--- src/rtl/arr_stim_pkg.sv ---
// Shared types and constants for the arr_stim stimulus family.
// Also holds the LFSR step and seed helpers used by the top and by arr_stim_lfsr.
package arr_stim_pkg;

  typedef enum logic [1:0] {
    IDLE = 2'd0,
    RUN  = 2'd1,
    DONE = 2'd2
  } arr_stim_state_t;

  localparam logic [31:0] LFSR_POLY = 32'h80200003;
  localparam int          CNT_W     = 16;

  // One Galois step, shifting right.
  function automatic logic [31:0] lfsr_step(input logic [31:0] s);
    return (s >> 1) ^ (s[0] ? LFSR_POLY : 32'h0);
  endfunction

  // An all-zero seed would lock the LFSR, so it is replaced by 1.
  function automatic logic [31:0] seed_fix(input logic [31:0] s);
    return (s == 32'h0) ? 32'h1 : s;
  endfunction

endpackage

--- src/rtl/arr_stim_lfsr.sv ---
// 32-bit Galois LFSR with synchronous load-to-seed and advance controls.
// Reset and load both restore the (zero-remapped) SEED.
module arr_stim_lfsr
  import arr_stim_pkg::*;
#(
  parameter logic [31:0] SEED = 32'h1
) (
  input  logic        clk,
  input  logic        rst_n,
  input  logic        load,
  input  logic        advance,
  output logic [31:0] state
);

  localparam logic [31:0] SEED_EFF = seed_fix(SEED);

  always_ff @(posedge clk or negedge rst_n) begin
    if (!rst_n) begin
      state <= SEED_EFF;
    end else if (load) begin
      state <= SEED_EFF;
    end else if (advance) begin
      state <= lfsr_step(state);
    end
  end

endmodule

--- src/rtl/arr_stim.sv ---
// Burst stimulus source for one arr checker: emits LFSR vector pairs on sig0/sig1.
// Optional sig1 bit-0 corruption is compiled in with ARR_STIM_INJECT_EN.
//
// state | meaning
// IDLE  | waiting for start; sig0 == sig1
// RUN   | emitting one vector per cycle
// DONE  | one-cycle done pulse, then IDLE
module arr_stim
  import arr_stim_pkg::*;
#(
  parameter int          LENGTH = 1,
  parameter logic [31:0] SEED   = 32'h1
) (
  input  logic              arr_stim_clk_ip,
  input  logic              arr_stim_rst_n_ip,
  input  logic              arr_stim_start_ip,
  input  logic [CNT_W-1:0]  arr_stim_count_ip,
  input  logic [CNT_W-1:0]  arr_stim_inj_period_ip,
  output logic [LENGTH-1:0] arr_stim_sig0_op,
  output logic [LENGTH-1:0] arr_stim_sig1_op,
  output logic              arr_stim_vld_op,
  output logic              arr_stim_busy_op,
  output logic              arr_stim_done_op,
  output logic [CNT_W-1:0]  arr_stim_inj_cnt_op
);

  localparam logic [31:0] SEED_EFF = seed_fix(SEED);

  function automatic logic [LENGTH-1:0] rep(input logic [31:0] s);
    logic [LENGTH-1:0] r;
    for (int i = 0; i < LENGTH; i++) begin
      r[i] = s[i[4:0]];
    end
    return r;
  endfunction

  arr_stim_state_t   state_q;
  logic [CNT_W-1:0]  rem_q;
  logic [LENGTH-1:0] sig0_q, sig1_q;
  logic              vld_q, busy_q, done_q;
  logic [31:0]       lfsr_q;
  logic [31:0]       emit_val;
  logic              lfsr_load, lfsr_adv, emitting, corrupt;

  assign lfsr_load = (state_q == IDLE) && arr_stim_start_ip && (arr_stim_count_ip != '0);
  assign lfsr_adv  = (state_q == RUN) && (rem_q != '0);
  assign emitting  = lfsr_load | lfsr_adv;
  // The LFSR always holds the vector currently on sig0, so the next one is one step ahead.
  assign emit_val  = lfsr_load ? SEED_EFF : lfsr_step(lfsr_q);

  arr_stim_lfsr #(.SEED(SEED)) u_lfsr (
    .clk     (arr_stim_clk_ip),
    .rst_n   (arr_stim_rst_n_ip),
    .load    (lfsr_load),
    .advance (lfsr_adv),
    .state   (lfsr_q)
  );

  always_ff @(posedge arr_stim_clk_ip or negedge arr_stim_rst_n_ip) begin
    if (!arr_stim_rst_n_ip) begin
      state_q <= IDLE;
      rem_q   <= '0;
      sig0_q  <= '0;
      sig1_q  <= '0;
      vld_q   <= 1'b0;
      busy_q  <= 1'b0;
      done_q  <= 1'b0;
    end else begin
      done_q <= 1'b0;
      case (state_q)
        IDLE: begin
          if (arr_stim_start_ip) begin
            if (arr_stim_count_ip != '0) begin
              state_q <= RUN;
              rem_q   <= arr_stim_count_ip - 1'b1;
              vld_q   <= 1'b1;
              busy_q  <= 1'b1;
            end else begin
              state_q <= DONE;
              done_q  <= 1'b1;
            end
          end
        end
        RUN: begin
          if (rem_q == '0) begin
            state_q <= DONE;
            vld_q   <= 1'b0;
            busy_q  <= 1'b0;
            done_q  <= 1'b1;
          end else begin
            rem_q <= rem_q - 1'b1;
          end
        end
        default: state_q <= IDLE;
      endcase

      if (emitting) begin
        sig0_q <= rep(emit_val);
        sig1_q <= rep(emit_val) ^ LENGTH'(corrupt);
      end else begin
        sig1_q <= sig0_q;
      end
    end
  end

`ifdef ARR_STIM_INJECT_EN
  logic [CNT_W-1:0] per_q, dn_q, inj_cnt_q;

  // Vector i is hit when (i+1) is a multiple of the period; dn_q counts down to that point.
  always_comb begin
    corrupt = 1'b0;
    if (lfsr_load) begin
      corrupt = (arr_stim_inj_period_ip == CNT_W'(1));
    end else if (lfsr_adv) begin
      corrupt = (per_q != '0) && (dn_q == CNT_W'(1));
    end
  end

  always_ff @(posedge arr_stim_clk_ip or negedge arr_stim_rst_n_ip) begin
    if (!arr_stim_rst_n_ip) begin
      per_q     <= '0;
      dn_q      <= '0;
      inj_cnt_q <= '0;
    end else if (lfsr_load) begin
      per_q     <= arr_stim_inj_period_ip;
      dn_q      <= corrupt ? arr_stim_inj_period_ip : arr_stim_inj_period_ip - 1'b1;
      inj_cnt_q <= corrupt ? CNT_W'(1) : '0;
    end else if (lfsr_adv) begin
      dn_q <= (dn_q == CNT_W'(1)) ? per_q : dn_q - 1'b1;
      if (corrupt && (inj_cnt_q != '1)) begin
        inj_cnt_q <= inj_cnt_q + 1'b1;
      end
    end
  end

  assign arr_stim_inj_cnt_op = inj_cnt_q;
`else
  logic unused_period;
  assign unused_period       = ^arr_stim_inj_period_ip;
  assign corrupt             = 1'b0;
  assign arr_stim_inj_cnt_op = '0;
`endif

  assign arr_stim_sig0_op = sig0_q;
  assign arr_stim_sig1_op = sig1_q;
  assign arr_stim_vld_op  = vld_q;
  assign arr_stim_busy_op = busy_q;
  assign arr_stim_done_op = done_q;

endmodule

--- config.mk ---
export PLATFORM = sky130hd
export DESIGN_NAME = arr_stim
export DESIGN_NICKNAME = d
export VERILOG_FILES = /design/src/rtl/arr_stim_pkg.sv /design/src/rtl/arr_stim_lfsr.sv /design/src/rtl/arr_stim.sv
export SDC_FILE = /design/constraint.sdc
export NUM_CORES = 1
export LEC_CHECK = 0
export BUFFER_PORTS_ARGS = -buffer_cell sky130_fd_sc_hd__buf_4
export CAP_MARGIN = 10
export CORE_MARGIN = 4
export CORE_UTILIZATION = 40
export CTS_BUF_LIST = sky130_fd_sc_hd__clkbuf_8
export DETAILED_ROUTE_END_ITERATION = 16
export PLACE_DENSITY = 0.57
export SLEW_MARGIN = 20
export SYNTH_ARGS = -nofsm -noshare
export SYNTH_HDL_FRONTEND = slang
export SYNTH_SLANG_ARGS = --single-unit
--- constraint.sdc ---
create_clock -name arr_stim_clk_ip -period 5.1 [get_ports arr_stim_clk_ip]
set_clock_uncertainty 0.15 [all_clocks]
set_input_delay 1.275 -clock arr_stim_clk_ip [delete_from_list [all_inputs] [get_ports arr_stim_clk_ip]]
set_output_delay 1.275 -clock arr_stim_clk_ip [all_outputs]
set_load 0.05 [all_outputs]
==> metrics.txt, run 1 <==
# TYPE chip_impl_metric gauge
chip_impl_metric{name="regToRegSetupSlack",unit="ns"} 2.15
chip_impl_info{name="crit_chain",value="buf_4, or4_4, nor4_4, a21oi_1, nor2_8, inv_2, a21oi_1, nor3_1"} 1
chip_impl_metric{name="power.ir.vdd_worst",unit="uV"} 210
chip_impl_metric{name="place_ws",unit="ns"} 1.28
chip_impl_info{name="yosys_most_used_dff",value="dfrtp_1"} 1
chip_impl_metric{name="worst-path-buf-inv",unit=""} 2
chip_impl_metric{name="holdPathStages",unit=""} 1
chip_impl_metric{name="floorplan.rows",unit=""} 30
chip_impl_metric{name="drt_drc_violations_left",unit=""} 0
chip_impl_metric{name="die_area",unit="um^2"} 8770
chip_impl_metric{name="rr_worst_depth",unit=""} 8
chip_impl_info{name="worst_reg2reg_startpoint",value="rem_q[2]"} 1
chip_impl_info{name="cts.root.buffer_cell",value="clkbuf_8"} 1
chip_impl_metric{name="post_synth.cell_area_avg",unit="um^2"} 10.1
chip_impl_metric{name="global_route.usage.total",unit="%"} 14.6
chip_impl_metric{name="dp_cell_count",unit=""} 389
chip_impl_metric{name="drtPass1Iterations",unit=""} 4
chip_impl_metric{name="critPathMaxStageDelay",unit="ns"} 0.58
chip_impl_metric{name="synthesis.area",unit="um^2"} 2930
chip_impl_metric{name="part_of_the_yosys_area_used_for_sequential_elements",unit="%"} 45.2
chip_impl_metric{name="overall_via_count_from_detail_route",unit=""} 2199
chip_impl_metric{name="cts.reportedPaths.clkPinSlew",unit="ns"} 0.10
chip_impl_metric{name="finalWeightedCongestion",unit=""} 0.798
chip_impl_metric{name="worst-slew-pin-transition",unit="ns"} 0.860
chip_impl_info{name="setup.worst_path.start_class",value="primary input"} 1
chip_impl_info{name="worst_r2r_endpoint",value="rem_q[7]"} 1
chip_impl_info{name="timing.critical_path.max_delay_family",value="simple AND/OR/NAND/NOR gates"} 1
chip_impl_metric{name="nNetsFinal",unit=""} 336
chip_impl_metric{name="synth_enable_flop_cells",unit=""} 0
chip_impl_metric{name="total_leakage_power",unit="nW"} 1.35
chip_impl_info{name="layout.cells.most_common",value="dfrtp_1"} 1
chip_impl_metric{name="drt_first_iter_violations",unit=""} 152
chip_impl_metric{name="total_switching_power",unit="mW"} 0.545
chip_impl_info{name="mostFrequentLayoutCells",value="dfrtp_1, a22o_1, nor2_1"} 1
chip_impl_metric{name="grt_pass1_vias",unit=""} 2061
chip_impl_metric{name="synth_cells",unit=""} 290
chip_impl_metric{name="ctsLongestPathBuffers",unit=""} 2
chip_impl_metric{name="core",unit="um^2"} 6940
chip_impl_info{name="clock_tree_from_tritoncts",value="yes"} 1
chip_impl_metric{name="internal_power_consumption",unit="mW"} 0.939
chip_impl_metric{name="antenna_found_initial",unit=""} 0
chip_impl_metric{name="portBuffers",unit=""} 23
chip_impl_metric{name="ctsHtreeMaxLevel",unit=""} 2
chip_impl_metric{name="insertion_delay",unit="ns"} 0.30
chip_impl_info{name="endpoint_kind",value="register"} 1
chip_impl_metric{name="cts_inserted_buffers",unit=""} 5
chip_impl_metric{name="drt_wl_total",unit="um"} 6130
chip_impl_metric{name="power.density_cell_area",unit="nW/um^2"} 471
chip_impl_info{name="whs_endpoint",value="u_lfsr.state[29]"} 1
chip_impl_metric{name="timing.max_cap.violations",unit=""} 0
chip_impl_metric{name="vias_per_cell",unit=""} 5.54
chip_impl_info{name="crit_path_frequent_cell",value="a21oi_1"} 1
chip_impl_metric{name="postCtsResizedCells",unit=""} 0
chip_impl_metric{name="clock_power_share",unit="%"} 15.8
chip_impl_metric{name="slew_viol_final",unit=""} 0
chip_impl_metric{name="p_comb_share",unit="%"} 33.7
chip_impl_metric{name="post_drt_wl_per_cell",unit="um"} 15.4
chip_impl_metric{name="place_hpwl",unit="um"} 4130
chip_impl_metric{name="setup_ws",unit="ns"} 1.61
chip_impl_metric{name="layout-drive-gt1-share",unit="%"} 15.3
chip_impl_info{name="unrepaired_setup_endpoints_after_global_routing",value="no"} 1
chip_impl_metric{name="timing_hold_violations_final",unit=""} 0
chip_impl_metric{name="initial_core_util",unit="%"} 42.3
chip_impl_info{name="hp-start",value="u_lfsr.state[29]"} 1
chip_impl_info{name="crit_path_top_delay_cell",value="or4_4"} 1
chip_impl_info{name="timing.setup.critical_path_class",value="primary input to register"} 1
chip_impl_metric{name="period_needed",unit="ns"} 3.49
chip_impl_metric{name="clock.fmax",unit="MHz"} 287
chip_impl_metric{name="cts_post_setup_buffers_inserted",unit=""} 0
chip_impl_metric{name="tritoncts_sink_count",unit=""} 53
chip_impl_metric{name="cts.hold.buffers_added",unit=""} 0
chip_impl_metric{name="synth.distinct_cells",unit=""} 57
chip_impl_metric{name="io_pins",unit=""} 56
chip_impl_metric{name="area_growth_syn_to_fin",unit="%"} 7.38
chip_impl_info{name="hold_class",value="register to register"} 1
chip_impl_metric{name="cp_data_arrival_time",unit="ns"} 3.52
chip_impl_metric{name="grt_pass1_wl",unit="um"} 10200
chip_impl_metric{name="relSlewSlack",unit="%"} 42.1
chip_impl_metric{name="share_seq_of_total_power",unit="%"} 50.5
chip_impl_metric{name="die_height",unit="um"} 93.6
chip_impl_metric{name="setup_viol_count_final",unit=""} 0
chip_impl_metric{name="grt_start_max_net_pins",unit=""} 54
chip_impl_metric{name="swShare",unit="%"} 36.7
chip_impl_metric{name="residual_overflow_from_global_routing",unit=""} 0
chip_impl_info{name="run_status",value="completed"} 1
chip_impl_metric{name="required",unit="ns"} 5.13
chip_impl_metric{name="final_cells",unit=""} 397
chip_impl_metric{name="critical_path.max_fanout",unit=""} 45
chip_impl_metric{name="ys_warn_count",unit=""} 0
chip_impl_metric{name="postRouteAntennaNets",unit=""} 0
chip_impl_metric{name="min_period_over_period",unit="%"} 68.4
chip_impl_metric{name="setup-tns-final",unit="ns"} 0
chip_impl_info{name="launch_point_of_the_critical_path",value="arr_stim_count_ip[7]"} 1
chip_impl_metric{name="async_flop_share",unit="%"} 100
chip_impl_metric{name="postSynthRegisterBits",unit=""} 53
chip_impl_metric{name="whs",unit="ns"} 0.352
chip_impl_metric{name="floorplan.die.width",unit="um"} 93.6
chip_impl_metric{name="diodes",unit=""} 0
[worst max-delay path by stage]
stage,to,slack [ns],cells past startpoint
floorplan,rem_q[14],2.00,6
global placement,rem_q[12],1.26,8
detailed placement,rem_q[7],1.28,8
CTS,rem_q[7],1.60,8
global route,rem_q[3],1.44,8
finish,rem_q[7],1.61,8
[state kept, by name (all words and copies together), names as in the netlist]
| signal | cells |
|---|---|
| u_lfsr.state | 32 |
| rem_q | 16 |
| state_q | 2 |
| arr_stim_busy_op | 1 |
| arr_stim_done_op | 1 |
| arr_stim_sig1_op | 1 |
[synth_stat cells (all sizes together), types with 2 or more instances]
library cell | n | share of area (%)
nand2b | 7 | 1.6
o311a | 3 | 1.0
nor2 | 30 | 4.4
nor4 | 3 | 1.2
nor2b | 2 | 0.43
a211oi | 4 | 1.0
a21oi | 14 | 2.4
nand4 | 3 | 1.2
a22oi | 3 | 0.77
clkbuf | 4 | 0.51
dfrtp | 52 | 44
o22ai | 2 | 0.43
a31oi | 6 | 1.3
a2111oi | 2 | 0.81
or4 | 3 | 1.0
or3 | 2 | 0.43
a22o | 31 | 9.3
buf | 33 | 7.6
nor3 | 11 | 2.0
inv | 4 | 0.51
nor3b | 2 | 0.51
o31a | 2 | 0.60
o32a | 2 | 0.68
xor2 | 2 | 0.60
mux2i | 13 | 4.9
nand2 | 17 | 2.2
a21o | 2 | 0.51
o31ai | 4 | 1.2
o21ai | 13 | 2.2
[layer usage]
metal	track usage, %	vias up	routed length (um)
li1	-	1061	-
met1	21.1	1078	2880
met2	22.8	55	2820
met3	2.57	5	371
met4	3.25	0	54
met5	0	-	0
[area by class of cell]
cell class	count	area [um^2]
fillers	694	3790
multi-input cells	211	1410
flip-flops and latches	53	1330
repair buffers	25	188
well taps	96	120
clock buffers	5	68.8
clock inverters	3	18.8
inverters	4	15.0
[power groups by stage]
stage	Clock, mW	Sequential (mW)	Combinational (mW)
finish	0.235	0.750	0.499
global route	0.261	0.779	0.561
floorplan	0	0.727	0.421
detailed placement	0	0.758	0.501
CTS	0.247	0.749	0.506
global placement	0	0.757	0.489
[logic make-up after synthesis]
family | Yosys count | synth area share (%)
xor gates and xnor gates | 3 | 0.896
and+or+nand+nor | 85 | 16.2
DFF | 53 | 45.2
adders and majority gates | 1 | 0.426
buffers and inverters | 41 | 8.61
AOI/OAI and AO/OA | 93 | 23.7
muxes | 13 | 4.86
other | 1 | 0.128
[metrics by stage]
stage,total power [mW],area [um^2],util (%)
5_1_grt,1.60,3150,45.4
4_1_cts,1.50,3150,45.4
3_5_place_dp,1.26,3060,44.1
3_3_place_gp,1.25,3060,44.1
6_report,1.48,3150,45.4
2_1_floorplan,1.15,2990,-
Power figures use the tool's default switching activity.
==> run 2: changes to the inputs <==
--- a/config.mk
+++ b/config.mk
@@ -5,13 +5,14 @@
 export SDC_FILE = /design/constraint.sdc
 export NUM_CORES = 1
 export LEC_CHECK = 0
+export ABC_AREA = 1
 export BUFFER_PORTS_ARGS = -buffer_cell sky130_fd_sc_hd__buf_4
 export CAP_MARGIN = 10
 export CORE_MARGIN = 4
 export CORE_UTILIZATION = 40
 export CTS_BUF_LIST = sky130_fd_sc_hd__clkbuf_8
 export DETAILED_ROUTE_END_ITERATION = 16
-export PLACE_DENSITY = 0.57
+export PLACE_DENSITY = 0.56
 export SLEW_MARGIN = 20
 export SYNTH_ARGS = -nofsm -noshare
 export SYNTH_HDL_FRONTEND = slang
==> constraint.sdc (replaced) <==
create_clock -name arr_stim_clk_ip -period 3.7 [get_ports arr_stim_clk_ip]
set_clock_uncertainty 0.15 [all_clocks]
set_input_delay 0.925 -clock arr_stim_clk_ip [delete_from_list [all_inputs] [get_ports arr_stim_clk_ip]]
set_output_delay 0.925 -clock arr_stim_clk_ip [all_outputs]
set_load 0.05 [all_outputs]
==> run 2 against run 1 <==
Compared with the run above:
- sequential power grew 30%
- register-to-register slack lost 1.2 ns
- non-clock buffer count shrank 2
- critical path depth shrank 1
- final area grew 5.9%
- critical endpoint is now u_lfsr.state[1]
- highest routed layer unchanged
==> metrics.txt, run 2 <==
# TYPE chip_impl_metric gauge
chip_impl_info{name="run_status",value="completed"} 1
chip_impl_metric{name="layout-drive-gt1-share",unit="%"} 16.8
chip_impl_info{name="setup.worst_path.start_class",value="register"} 1
chip_impl_metric{name="synth.area.mux_share",unit="%"} 0
chip_impl_metric{name="timing_hold_violations_final",unit=""} 0
chip_impl_info{name="endpoint_kind",value="register"} 1
chip_impl_metric{name="synth_xor_area_share",unit="%"} 1.13
chip_impl_metric{name="vias_per_cell",unit=""} 4.74
chip_impl_info{name="crit_chain",value="inv_2, nor2_4, nand2_4, nand2_4, inv_2, nand2_1, o21ai_0"} 1
chip_impl_info{name="yosys_most_used_dff",value="dfrtp_1"} 1
chip_impl_info{name="whs_endpoint",value="rem_q[1]"} 1
chip_impl_metric{name="regToRegSetupSlack",unit="ns"} 0.91
chip_impl_metric{name="cts.hold.buffers_added",unit=""} 0
chip_impl_metric{name="initial_core_util",unit="%"} 42.0
chip_impl_metric{name="required",unit="ns"} 3.73
chip_impl_metric{name="swShare",unit="%"} 46.4
chip_impl_info{name="hold_class",value="register to register"} 1
chip_impl_metric{name="clock_power_share",unit="%"} 12.8
chip_impl_info{name="largestRegisters",value="u_lfsr.state x32, rem_q x16, state_q x2"} 1
chip_impl_metric{name="postRouteAntennaNets",unit=""} 0
chip_impl_info{name="yosys_top_cell_by_area",value="dfrtp_1"} 1
chip_impl_metric{name="core",unit="um^2"} 7410
chip_impl_metric{name="post_drt_wl_per_cell",unit="um"} 13.0
chip_impl_metric{name="setup_viol_count_final",unit=""} 0
chip_impl_metric{name="fin_util",unit="%"} 45.0
chip_impl_metric{name="p_comb_share",unit="%"} 52.1
chip_impl_metric{name="diodes",unit=""} 0
chip_impl_metric{name="drtPass1Iterations",unit=""} 5
chip_impl_metric{name="relSlewSlack",unit="%"} 54.9
chip_impl_metric{name="report.power.total",unit="mW"} 2.78
chip_impl_metric{name="cts.reportedPaths.clkPinSlew",unit="ns"} 0.10
chip_impl_metric{name="synthDominantCellAreaShare",unit="%"} 41.8
chip_impl_metric{name="nNetsFinal",unit=""} 457
chip_impl_info{name="hp-start",value="rem_q[1]"} 1
chip_impl_metric{name="die_height",unit="um"} 96.2
chip_impl_metric{name="rr_worst_depth",unit=""} 7
chip_impl_metric{name="min_period_over_period",unit="%"} 75.5
chip_impl_info{name="synthMostInstantiatedCell",value="nand2_1"} 1
chip_impl_metric{name="holdPathStages",unit=""} 2
chip_impl_info{name="worst_reg2reg_startpoint",value="state_q[0]"} 1
chip_impl_metric{name="total_switching_power",unit="mW"} 1.29
chip_impl_metric{name="cts_post_setup_buffers_inserted",unit=""} 0
chip_impl_metric{name="synth-compound-area-share",unit="%"} 9.57
chip_impl_metric{name="yosys.area_share.adder",unit="%"} 0.402
chip_impl_metric{name="setup-tns-final",unit="ns"} 0
chip_impl_metric{name="largest_register_ffs",unit=""} 32
chip_impl_metric{name="place_hpwl",unit="um"} 4820
chip_impl_metric{name="antenna_found_initial",unit=""} 0
chip_impl_metric{name="synth_cells",unit=""} 408
chip_impl_metric{name="drt_drc_violations_left",unit=""} 0
chip_impl_metric{name="grt_start_max_net_pins",unit=""} 56
chip_impl_metric{name="overall_via_count_from_detail_route",unit=""} 2471
chip_impl_metric{name="residual_overflow_from_global_routing",unit=""} 0
chip_impl_metric{name="ctsLongestPathBuffers",unit=""} 2
chip_impl_metric{name="critPathMaxStageDelay",unit="ns"} 0.78
chip_impl_info{name="largest_register",value="u_lfsr.state"} 1
chip_impl_metric{name="floorplan.rows",unit=""} 31
chip_impl_metric{name="power.ir.vdd_worst",unit="uV"} 328
chip_impl_metric{name="drt_wl_total",unit="um"} 6790
chip_impl_metric{name="async_flop_share",unit="%"} 100
chip_impl_metric{name="dp_cell_count",unit=""} 513
chip_impl_metric{name="grt_pass1_wl",unit="um"} 11500
chip_impl_metric{name="postSynthRegisterBits",unit=""} 53
chip_impl_info{name="timing.setup.critical_path_class",value="register to register"} 1
chip_impl_metric{name="global_route.usage.total",unit="%"} 15.9
chip_impl_metric{name="drt_first_iter_violations",unit=""} 73
chip_impl_metric{name="tritoncts_sink_count",unit=""} 53
chip_impl_metric{name="die_area",unit="um^2"} 9250
chip_impl_info{name="clock_tree_from_tritoncts",value="yes"} 1
chip_impl_info{name="main_combinational_cell_family_by_area_after_synthesis",value="simple AND/OR/NAND/NOR gates"} 1
chip_impl_metric{name="total_leakage_power",unit="nW"} 1.72
chip_impl_info{name="leading_cell_types_by_count_after_synthesis",value="nand2_1, inv_1, dfrtp_1"} 1
chip_impl_metric{name="area_growth_syn_to_fin",unit="%"} 7.20
chip_impl_metric{name="timing.max_cap.violations",unit=""} 0
chip_impl_metric{name="critical_path.max_fanout",unit=""} 55
chip_impl_metric{name="ctsHtreeMaxLevel",unit=""} 2
chip_impl_info{name="synth_top_cells_by_area",value="dfrtp_1, nand2_1, inv_1"} 1
chip_impl_metric{name="insertion_delay",unit="ns"} 0.30
chip_impl_metric{name="slew_viol_final",unit=""} 0
chip_impl_info{name="crit_path_top_delay_cell",value="dfrtp_1"} 1
chip_impl_metric{name="worst-slew-pin-transition",unit="ns"} 0.677
chip_impl_metric{name="final_cells",unit=""} 521
chip_impl_metric{name="detailed_place.area",unit="um^2"} 3240
chip_impl_info{name="cts.root.buffer_cell",value="clkbuf_8"} 1
chip_impl_metric{name="synth-simple-area-share",unit="%"} 31.1
chip_impl_metric{name="period_needed",unit="ns"} 2.79
chip_impl_metric{name="post_synth.cell_area_avg",unit="um^2"} 7.63
chip_impl_metric{name="part_of_the_yosys_area_used_for_sequential_elements",unit="%"} 42.7
chip_impl_metric{name="ys_warn_count",unit=""} 0
chip_impl_metric{name="finalWeightedCongestion",unit=""} 0.889
chip_impl_metric{name="synth_enable_flop_cells",unit=""} 0
chip_impl_metric{name="portBuffers",unit=""} 23
chip_impl_metric{name="whs",unit="ns"} 0.355
chip_impl_metric{name="floorplan.die.width",unit="um"} 96.2
chip_impl_metric{name="place_ws",unit="ns"} 0.814
chip_impl_info{name="mostFrequentLayoutCells",value="nand2_1, inv_1, dfrtp_1"} 1
chip_impl_metric{name="cp_data_arrival_time",unit="ns"} 2.83
chip_impl_metric{name="setup_ws",unit="ns"} 0.905
chip_impl_metric{name="io_pins",unit=""} 56
chip_impl_metric{name="grt_pass1_vias",unit=""} 2414
chip_impl_metric{name="cts_inserted_buffers",unit=""} 5
chip_impl_metric{name="clock.fmax",unit="MHz"} 358
chip_impl_info{name="unrepaired_setup_endpoints_after_global_routing",value="no"} 1
chip_impl_metric{name="synthesis.area",unit="um^2"} 3110
chip_impl_metric{name="final_cell_area",unit="um^2"} 3340
chip_impl_metric{name="power.density_cell_area",unit="nW/um^2"} 835
chip_impl_info{name="worst_r2r_endpoint",value="u_lfsr.state[1]"} 1
chip_impl_metric{name="internal_power_consumption",unit="mW"} 1.49
chip_impl_info{name="layout.cells.most_common",value="nand2_1"} 1
chip_impl_metric{name="postCtsResizedCells",unit=""} 0
chip_impl_metric{name="synth.distinct_cells",unit=""} 28
chip_impl_metric{name="share_seq_of_total_power",unit="%"} 35.1
run 2: how the worst max path moves through the flow:
stage / start / endpoint / slack (ns)
after global placement: arr_stim_count_ip[15] / rem_q[1] / 0.80
final: state_q[0] / u_lfsr.state[1] / 0.91
after CTS: state_q[0] / u_lfsr.state[1] / 0.90
after global routing: state_q[0] / u_lfsr.state[2] / 0.67
after floorplan: arr_stim_count_ip[0] / rem_q[6] / 1.59
after detailed placement: arr_stim_count_ip[15] / rem_q[1] / 0.81
run 2: routing by layer:
metal  wire [um]  global-route usage [%]  vias up
met3         293                    2.42        8
met4         102                    4.98        0
met2        2990                    24.0       56
met1        3410                    23.2     1138
met5           0                       0        -
li1            -                       -     1269
run 2: logic make-up (layout without fill, tap and decap cells):
| group | after synthesis | count (layout) |
|---|---|---|
| buffers and inverters | 96 | 95 |
| xor gates and xnor gates | 4 | 4 |
| other | 1 | 16 |
| and+or+nand+nor | 202 | 202 |
| adders and majority gates | 1 | 1 |
| AOI/OAI and AO/OA | 51 | 51 |
| DFF | 53 | 53 |
run 2: power by group through the flow:
stage / clock network, mW / logic [mW] / registers [mW]
2_1_floorplan: 0 / 1.23 / 0.965
3_3_place_gp: 0 / 1.44 / 0.986
3_5_place_dp: 0 / 1.45 / 0.991
4_1_cts: 0.373 / 1.46 / 0.978
5_1_grt: 0.394 / 1.66 / 1.01
6_report: 0.356 / 1.45 / 0.978
run 2: layout make-up:
cell class	count	area (um^2)
clock buffers	6	82.6
clock inverters	2	16.3
fillers	784	4070
inverters	64	240
multi-input cells	274	1370
flip-flops and latches	53	1330
well taps	99	124
repair buffers	23	173
run 2: critical path: cells and delay by family (launching register included):
| family | cells | cell delay (ns) |
|---|---|---|
| and+or+nand+nor | 4 | 1.32 |
| DFF | 1 | 0.78 |
| buffers and inverters | 2 | 0.33 |
| AOI/OAI and AO/OA | 1 | 0.08 |
==> run 3: changes to the inputs <==
--- a/config.mk
+++ b/config.mk
@@ -5,14 +5,14 @@
 export SDC_FILE = /design/constraint.sdc
 export NUM_CORES = 1
 export LEC_CHECK = 0
-export ABC_AREA = 1
+export ABC_AREA = 0
 export BUFFER_PORTS_ARGS = -buffer_cell sky130_fd_sc_hd__buf_4
 export CAP_MARGIN = 10
 export CORE_MARGIN = 4
 export CORE_UTILIZATION = 40
 export CTS_BUF_LIST = sky130_fd_sc_hd__clkbuf_8
 export DETAILED_ROUTE_END_ITERATION = 16
-export PLACE_DENSITY = 0.56
+export PLACE_DENSITY = 0.59
 export SLEW_MARGIN = 20
 export SYNTH_ARGS = -nofsm -noshare
 export SYNTH_HDL_FRONTEND = slang
==> constraint.sdc (replaced) <==
create_clock -name arr_stim_clk_ip -period 2.3 [get_ports arr_stim_clk_ip]
set_clock_uncertainty 0.15 [all_clocks]
set_input_delay 0.575 -clock arr_stim_clk_ip [delete_from_list [all_inputs] [get_ports arr_stim_clk_ip]]
set_output_delay 0.575 -clock arr_stim_clk_ip [all_outputs]
set_load 0.05 [all_outputs]
==> run 3 against run 2 <==
Compared with the run above:
- the run now ends with setup timing left
- die area decreased by 5.2%
- cell count decreased by 11%
- first-iteration DRC count increased by 32%
- clock power increased by 80%
- setup slack got worse by 0.94 ns
- register-to-register slack got worse by 0.88 ns
- global-route usage decreased by 0.17 points
- critical endpoint is now rem_q[3]
- largest power group is now registers
==> metrics.txt, run 3 (synthesized netlist as in run 1, its figures left out) <==
# TYPE chip_impl_metric gauge
chip_impl_metric{name="area_growth_syn_to_fin",unit="%"} 31.9
chip_impl_metric{name="postRouteAntennaNets",unit=""} 0
chip_impl_metric{name="finalWeightedCongestion",unit=""} 0.849
chip_impl_metric{name="total_leakage_power",unit="nW"} 1.76
chip_impl_metric{name="die_height",unit="um"} 93.6
chip_impl_info{name="endpoint_kind",value="register"} 1
chip_impl_metric{name="clock.fmax",unit="MHz"} 427
chip_impl_info{name="setup.worst_path.start_class",value="primary input"} 1
chip_impl_info{name="hold_class",value="primary input to async pin"} 1
chip_impl_info{name="run_status",value="finished, violations left"} 1
chip_impl_metric{name="largest_register_ffs",unit=""} 32
chip_impl_metric{name="initial_core_util",unit="%"} 42.3
chip_impl_metric{name="place_hpwl",unit="um"} 4680
chip_impl_metric{name="drtPass1Iterations",unit=""} 4
chip_impl_metric{name="post_drt_wl_per_cell",unit="um"} 14.6
chip_impl_metric{name="diodes",unit=""} 0
chip_impl_metric{name="vias_per_cell",unit=""} 5.25
chip_impl_metric{name="setup_ws",unit="ns"} -0.0393
chip_impl_metric{name="drt_drc_violations_left",unit=""} 0
chip_impl_metric{name="timing.max_cap.violations",unit=""} 0
chip_impl_metric{name="tritoncts_sink_count",unit=""} 53
chip_impl_metric{name="multiInputGateArea",unit="um^2"} 1510
chip_impl_info{name="layout.cells.most_common",value="buf_4"} 1
chip_impl_info{name="worst_reg2reg_startpoint",value="state_q[1]"} 1
chip_impl_info{name="unrepaired_setup_endpoints_after_global_routing",value="yes"} 1
chip_impl_info{name="timing.setup.critical_path_class",value="primary input to register"} 1
chip_impl_info{name="worst_r2r_endpoint",value="rem_q[14]"} 1
chip_impl_metric{name="rr_worst_depth",unit=""} 7
chip_impl_metric{name="power.ir.vdd_worst",unit="uV"} 438
chip_impl_metric{name="overall_via_count_from_detail_route",unit=""} 2427
chip_impl_metric{name="grt_pass1_vias",unit=""} 2281
chip_impl_metric{name="cts.hold.buffers_added",unit=""} 0
chip_impl_metric{name="relSlewSlack",unit="%"} 54.6
chip_impl_metric{name="ctsHtreeMaxLevel",unit=""} 2
chip_impl_info{name="clock_tree_from_tritoncts",value="yes"} 1
chip_impl_metric{name="layout-drive-gt1-share",unit="%"} 33.3
chip_impl_info{name="largestRegisters",value="u_lfsr.state x32, rem_q x16, state_q x2"} 1
chip_impl_metric{name="cts.reportedPaths.clkPinSlew",unit="ns"} 0.10
chip_impl_metric{name="portBuffers",unit=""} 23
chip_impl_info{name="largest_register",value="u_lfsr.state"} 1
chip_impl_metric{name="insertion_delay",unit="ns"} 0.31
chip_impl_metric{name="final_cell_area",unit="um^2"} 3870
chip_impl_metric{name="antenna_found_initial",unit=""} 0
chip_impl_metric{name="min_period_over_period",unit="%"} 102
chip_impl_metric{name="timing_hold_violations_final",unit=""} 0
chip_impl_metric{name="required",unit="ns"} 2.40
chip_impl_info{name="launch_point_of_the_critical_path",value="arr_stim_count_ip[6]"} 1
chip_impl_metric{name="power.density_cell_area",unit="nW/um^2"} 970
chip_impl_metric{name="die_area",unit="um^2"} 8770
chip_impl_info{name="violated_checks",value="setup timing"} 1
chip_impl_metric{name="area_taken_by_flip_flops_and_latches",unit="um^2"} 1330
chip_impl_metric{name="grt_pass1_wl",unit="um"} 11000
chip_impl_metric{name="core",unit="um^2"} 6940
chip_impl_metric{name="ctsLongestPathBuffers",unit=""} 2
chip_impl_metric{name="cp_data_arrival_time",unit="ns"} 2.44
chip_impl_metric{name="grt_start_max_net_pins",unit=""} 54
chip_impl_metric{name="cts_inserted_buffers",unit=""} 5
chip_impl_metric{name="final.fill_count",unit=""} 606
chip_impl_info{name="mostFrequentLayoutCells",value="buf_4, dfrtp_1, a22o_1"} 1
chip_impl_metric{name="io_pins",unit=""} 56
chip_impl_metric{name="nNetsFinal",unit=""} 401
chip_impl_metric{name="residual_overflow_from_global_routing",unit=""} 0
chip_impl_metric{name="period_needed",unit="ns"} 2.34
chip_impl_metric{name="global_route.usage.total",unit="%"} 15.7
chip_impl_metric{name="regToRegSetupSlack",unit="ns"} 0.03
chip_impl_metric{name="worst-slew-pin-transition",unit="ns"} 0.682
chip_impl_metric{name="setup_viol_count_final",unit=""} 9
chip_impl_metric{name="floorplan.rows",unit=""} 30
chip_impl_metric{name="floorplan.die.width",unit="um"} 93.6
chip_impl_metric{name="report.power.total",unit="mW"} 3.75
chip_impl_metric{name="drt_first_iter_violations",unit=""} 96
chip_impl_info{name="cts.root.buffer_cell",value="clkbuf_8"} 1
chip_impl_metric{name="detailed_place.area",unit="um^2"} 3560
chip_impl_metric{name="critical_path.max_fanout",unit=""} 4
chip_impl_metric{name="drt_wl_total",unit="um"} 6750
chip_impl_metric{name="slew_viol_final",unit=""} 0
-- run 3: worst max path at each step --
stage / end / slack (ns) / cells past startpoint
finish: rem_q[3] / -0.04 / 8
CTS: rem_q[12] / 0.008 / 8
global route: rem_q[3] / -0.11 / 8
detailed placement: rem_q[12] / -0.36 / 8
global placement: rem_q[12] / -0.35 / 8
floorplan: rem_q[14] / -0.14 / 11
-- run 3: through the flow --
| stage | hold WS, ns | util, % | TNS, ns | setup slack, ns | instances |
|---|---|---|---|---|---|
| floorplan | 0.129 | - | -0.224 | -0.143 | 305 |
| global placement | 0.332 | 51.3 | -11.74 | -0.345 | 445 |
| detailed placement | 0.334 | 51.3 | -11.64 | -0.358 | 445 |
| CTS | 0.168 | 52.9 | 0 | 0.00835 | 453 |
| global route | 0.205 | 55.7 | -2.34 | -0.111 | 462 |
| finish | 0.131 | 55.7 | -0.120 | -0.0393 | 462 |
-- run 3: cell type report --
class | instances | share of cell area [%]
Multi-Input combinational cell | 211 | 39.0
Sequential cell | 53 | 34.3
Timing Repair Buffer | 90 | 20.3
Tap cell | 96 | 3.10
Clock buffer | 5 | 1.78
Clock inverter | 3 | 1.10
Inverter | 4 | 0.388
-- run 3: critical path, stage by stage --
cell and delay (ns):
buf_6 0.09, or4_4 0.55, nor4_4 0.31, a21o_1 0.27, buf_6 0.12, mux2i_1 0.05, a221o_1 0.32, a21oi_1 0.13
-- run 3: where the power goes --
part / leakage (nW) / total (mW) / internal (mW) / switching (mW)
Sequential: 0.628 / 1.64 / 1.35 / 0.296
Combinational: 1.07 / 1.47 / 0.757 / 0.713
Clock: 0.0595 / 0.641 / 0.323 / 0.318
Total: 1.76 / 3.75 / 2.43 / 1.33
-- run 3: metal layers --
layer	track usage (%)	vias to the layer above	wire, um
li1	-	1196	-
met1	22.4	1162	3260
met2	24.1	61	3070
met3	2.90	8	332
met4	4.93	0	89
met5	0	-	0
-- run 3: what timing repair did --
action,4_1_cts,5_1_grt
pin swaps,0,23
buffers inserted,0,9
gates resized for setup,1,23
setup endpoints to repair,4,48
